**src/rtl/mem_copy_engine.sv**
```systemverilog
// Block COPY / FILL engine driving a single-port 32 x WORDSIZE data_memory.
// It also accumulates an XOR signature of every word written by a command.
module mem_copy_engine #(
    parameter int WORDSIZE = 64,
    parameter int SIZE     = 32
) (
    input  logic                clk,
    input  logic                rst_n,
    input  logic                start,
    input  logic                op,
    input  logic [4:0]          src_addr,
    input  logic [4:0]          dst_addr,
    input  logic [5:0]          length,
    input  logic [WORDSIZE-1:0] fill_value,
    output logic                busy,
    output logic                done,
    output logic                error,
    output logic [5:0]          words_done,
    output logic [WORDSIZE-1:0] xor_signature,
    output logic [4:0]          mem_addr,
    output logic [WORDSIZE-1:0] mem_data_input,
    output logic                mem_write_enable,
    output logic                mem_read,
    input  logic [WORDSIZE-1:0] mem_data_output
);

    typedef enum logic [1:0] {S_IDLE, S_READ, S_WRITE, S_DONE} state_t;

    localparam logic       OP_COPY = 1'b0;
    localparam logic [5:0] MAX_LEN = 6'(SIZE);

    state_t              r_state;
    logic                r_op;
    logic [4:0]          r_src;
    logic [4:0]          r_dst;
    logic [5:0]          r_len;
    logic [5:0]          r_idx;
    logic                r_busy;
    logic                r_done;
    logic                r_error;
    logic [5:0]          r_words_done;
    logic [WORDSIZE-1:0] r_xor;
    logic [4:0]          r_mem_addr;
    logic [WORDSIZE-1:0] r_mem_data_input;
    logic                r_mem_write_enable;
    logic                r_mem_read;

    logic [5:0] w_idx_next;
    logic [4:0] w_dst_addr;
    logic [4:0] w_src_next_addr;
    logic [4:0] w_dst_next_addr;
    logic       w_last;

    // 5-bit sums give the modulo-32 address wrap for free.
    assign w_idx_next      = r_idx + 6'd1;
    assign w_dst_addr      = r_dst + r_idx[4:0];
    assign w_src_next_addr = r_src + w_idx_next[4:0];
    assign w_dst_next_addr = r_dst + w_idx_next[4:0];
    assign w_last          = (w_idx_next == r_len);

    assign busy             = r_busy;
    assign done             = r_done;
    assign error            = r_error;
    assign words_done       = r_words_done;
    assign xor_signature    = r_xor;
    assign mem_addr         = r_mem_addr;
    assign mem_data_input   = r_mem_data_input;
    assign mem_write_enable = r_mem_write_enable;
    assign mem_read         = r_mem_read;

    // NOTE: state uses non-blocking assignments so every register updates from pre-edge values.
    always_ff @(posedge clk or negedge rst_n) begin
        if (!rst_n) begin
            r_state            <= S_IDLE;
            r_op               <= 1'b0;
            r_src              <= '0;
            r_dst              <= '0;
            r_len              <= '0;
            r_idx              <= '0;
            r_busy             <= 1'b0;
            r_done             <= 1'b0;
            r_error            <= 1'b0;
            r_words_done       <= '0;
            r_xor              <= '0;
            r_mem_addr         <= '0;
            r_mem_data_input   <= '0;
            r_mem_write_enable <= 1'b0;
            r_mem_read         <= 1'b0;
        end else begin
            case (r_state)
                S_IDLE: begin
                    if (start) begin
                        r_op         <= op;
                        r_src        <= src_addr;
                        r_dst        <= dst_addr;
                        r_len        <= length;
                        r_idx        <= '0;
                        r_words_done <= '0;
                        r_xor        <= '0;
                        r_error      <= 1'b0;
                        if (length > MAX_LEN) begin
                            r_error <= 1'b1;
                            r_done  <= 1'b1;
                            r_state <= S_DONE;
                        end else if (length == 6'd0) begin
                            r_done  <= 1'b1;
                            r_state <= S_DONE;
                        end else if (op == OP_COPY) begin
                            r_busy     <= 1'b1;
                            r_mem_read <= 1'b1;
                            r_mem_addr <= src_addr;
                            r_state    <= S_READ;
                        end else begin
                            r_busy             <= 1'b1;
                            r_mem_write_enable <= 1'b1;
                            r_mem_addr         <= dst_addr;
                            r_mem_data_input   <= fill_value;
                            r_state            <= S_WRITE;
                        end
                    end
                end
                S_READ: begin
                    // The data input register doubles as the word buffer.
                    r_mem_read         <= 1'b0;
                    r_mem_write_enable <= 1'b1;
                    r_mem_addr         <= w_dst_addr;
                    r_mem_data_input   <= mem_data_output;
                    r_state            <= S_WRITE;
                end
                S_WRITE: begin
                    r_words_done <= r_words_done + 6'd1;
                    r_xor        <= r_xor ^ r_mem_data_input;
                    r_idx        <= w_idx_next;
                    if (w_last) begin
                        r_busy             <= 1'b0;
                        r_done             <= 1'b1;
                        r_mem_write_enable <= 1'b0;
                        r_mem_data_input   <= '0;
                        r_mem_addr         <= '0;
                        r_state            <= S_DONE;
                    end else if (r_op == OP_COPY) begin
                        r_mem_write_enable <= 1'b0;
                        r_mem_data_input   <= '0;
                        r_mem_read         <= 1'b1;
                        r_mem_addr         <= w_src_next_addr;
                        r_state            <= S_READ;
                    end else begin
                        r_mem_addr <= w_dst_next_addr;
                    end
                end
                S_DONE: begin
                    r_done  <= 1'b0;
                    r_state <= S_IDLE;
                end
                default: r_state <= S_IDLE;
            endcase
        end
    end

endmodule

```
**config.mk**
```make
export PLATFORM = sky130hd
export DESIGN_NAME = mem_copy_engine
export DESIGN_NICKNAME = d
export VERILOG_FILES = /design/src/rtl/mem_copy_engine.sv
export SDC_FILE = /design/constraint.sdc
export NUM_CORES = 1
export LEC_CHECK = 0
export ABC_AREA = 0
export BUFFER_PORTS_ARGS = -buffer_cell sky130_fd_sc_hd__buf_2
export CAP_MARGIN = 10
export CORE_MARGIN = 2
export CORE_UTILIZATION = 41
export CTS_CLUSTER_DIAMETER = 60
export DETAILED_ROUTE_END_ITERATION = 16
export GPL_TIMING_DRIVEN = 0
export HOLD_SLACK_MARGIN = 0.08
export PLACE_DENSITY_LB_ADDON = 0.1
export SETUP_SLACK_MARGIN = 0.1
export SLEW_MARGIN = 20
export SYNTH_ARGS = -nofsm -noshare
export SYNTH_HDL_FRONTEND = slang
export SYNTH_SLANG_ARGS = --single-unit
```
**constraint.sdc**
```tcl
create_clock -name clk -period 3.1 [get_ports clk]
set_input_delay 0.465 -clock clk [delete_from_list [all_inputs] [get_ports clk]]
set_output_delay 0.465 -clock clk [all_outputs]
set_load 0.05 [all_outputs]
```
==> results.ini <==
[finish]
area_delta_synth_final_pct = 28.1
layout.nets = 1352
regArea_mm2 = 0.00423
final.fill_count = 2002
multi_input_comb_area_mm2 = 0.00398
layout-drive-gt1-share_pct = 36.1

[setup_path]
r2r_slack_ps = 250
cp-start-kind = flop
cp-startpoint = r_idx[0]
reg2regPathDepth = 10
required_ps = 3410
crit_fanout = 10
regToRegStartpoint = r_idx[0]
crit_end = mem_data_input[57]
end_kind = flop
crit_type = flop to flop
regToRegEndpoint = mem_data_input[57]
critPathArrivalTime_ps = 3170

[grt]
grt_busiest_layer = met2
grt_use_met1_pct = 27.4
grt_pass1_wl_um = 36800
globalRouteOverflowTotal = 0
grt_pass1_vias = 6756
grt.met3_usage_pct = 4.85
grt_util_met2_pct = 35.5
antenna_found_initial = 0
grt.total_usage_pct = 21.2
grt_max_degree = 68

[routing]
wl_um = 24000
wire_per_inst_um = 16.3
drt_iter0_drc = 213
drtAntennaViolNets = 0
viasPerCell = 4.75
vias = 7015
first_pass_iters = 4
drc = 0

[sta]
worst_pin_slew_ps = 705
period_share_pct = 92.1
slew_viol_final = 0
slew_headroom_pct = 52.5
fin_worst_skew_ps = 11.1
timing.fmax_mhz = 350
rsz0062_at_grt = no
min_period_ps = 2850
setup_viol = 0
fin_tns_setup_ps = 0
hold_viol = 0
holdWs_ps = 276

[synth]
synth_most_common_cell = dfrtp_1
ys_top_cells_by_count = dfrtp_1 (169), nand2_1 (146), o21ai_0 (83), inv_1 (80), nor2_1 (78)
async_flop_share_pct = 100
avgSynthCellArea_um2 = 10.0
synth-warning-count = 0
postSynthCellCount = 877
synth_top_area_cell = dfrtp_1
synth_fp_nets = 1041
synth_edf_count = 0
yosysTopAreaCellShare_pct = 48.0
ys_top_cells_by_area = dfrtp_1 (48%), mux2_4 (8.4%), xor2_1 (7.3%)
synth_flop_cell = dfrtp_1
yosysSeqAreaShare_pct = 48.0
synth_cell_types = 51
ys_ff_latch = 169
synthesis.area_mm2 = 0.00881

[clock_network]
cts_buffer_depth = 2
clk_pin_slew_ps = 70
clock_sinks = 169
htreeDepth = 4
cts_root_buffer = clkbuf_16
clock_latency_ps = 430
cts_setup_buffers = 0
cts_tree = done
cts-buffers-inserted = 17

[hold_path]
hp-class = input port to flop

[floorplan]
io_pins = 292
fp.coreArea_mm2 = 0.0211
fp.dieH_um = 151
placementRows = 53
initial_core_util_pct = 41.8
die_area_mm2 = 0.0227
dieWidth_um = 151

[flow_run]
maxCapViolCount = 0

[placed_design]
finalWeightedCongestion = 0.808
hpwl_um = 18200
port_buffers = 290

[run_status]
status = finished clean

worst max-delay path, stage by stage, from the launching register on:
cell      delay [ps]
dfrtp_2          490
ha_1             390
xnor2_1          170
o211a_1          170
nand4b_1         200
or2_1            290
buf_6            150
a31oi_4          220
buf_12           190
buf_12           160
mux2_4           300
worst min path at each step:
stage | endpoint | cells past startpoint | from | slack, ps
after floorplan | busy | 0 | rst_n | 170
after global placement | error | 2 | error | 470
after detailed placement | xor_signature[49] | 1 | rst_n | 370
after CTS | r_len[0] | 2 | length[0] | 260
after global routing | r_len[0] | 2 | length[0] | 270
final | r_len[0] | 2 | length[0] | 280
area by class of cell:
cell class / instances / share of cell area, %
inverters: 80 / 2.66
diodes: 1 / 0.0222
multi-input cells: 578 / 35.3
clock buffers: 19 / 3.93
flip-flops and latches: 169 / 37.5
clock inverters: 13 / 1.20
well taps: 275 / 3.05
repair buffers: 293 / 13.5
plain buffers: 49 / 2.82
metal layers:
metal	vias to the layer above	part of all wire [%]
li1	3472	-
met4	0	1.8
met1	3326	44
met5	-	0
met3	25	5.4
met2	192	49
cells in the final DEF (no fill, tap or decap), types with 3 or more instances in the layout:
master and count:
nand3_1 8, buf_4 3, nor2_1 76, a21o_1 3, buf_2 293, clkinvlp_4 4, o21ai_0 83, buf_12 6
mux2i_1 9, xnor2_1 12, nand2_1 146, inv_1 80, ha_1 14, clkinv_4 3, mux2_2 35, dfrtp_1 168
a31oi_1 6, clkbuf_2 4, nand4_1 3, o22ai_1 5, xor2_1 73, mux2_4 49, clkbuf_1 30, nor3_1 6
inv_6 3, clkbuf_16 17, nand4b_1 3, a21oi_1 12
logic make-up (layout without fill, tap and decap cells):
logic type	after synthesis	after routing	share of synthesized area, %
xor gates and xnor gates	86	86	8.72
AOI/OAI and AO/OA	124	124	8.05
muxes	93	93	13.8
and+or+nand+nor	259	259	12.0
buffers and inverters	130	454	6.90
other	0	1	0
DFF	169	169	48.0
adders and majority gates	16	16	2.44
flip-flops by register name, summed over array words and instances, names as in the netlist:
name	count
busy	1
r_op	1
words_done	6
r_len	6
r_dst	5
done	1
error	1
r_state	2
r_src	5
mem_write_enable	1
r_idx	6
mem_data_input	64
mem_addr	5
xor_signature	64
mem_read	1
through the flow:
stage	setup WS, ps	cells	area (um2)	util [%]
final	246	1477	11300	53.5
after global routing	112	1476	11300	53.5
after CTS	124	1476	11300	53.4
after detailed placement	-333	1444	10700	50.6
after global placement	-1240	1442	10600	50.3
after floorplan	561	877	8810	-
what timing repair did:
action | 4_1_cts | 5_1_grt
cloned | 0 | 0
hold buffers | 1 | 0
endpoints found under the setup margin | 90 | 93
endpoints found under the hold margin | 40 | 0
resized for setup | 8 | 6
Power is not shown: default switching activity piles up to over one toggle a cycle in this logic, so the estimate is an artifact.
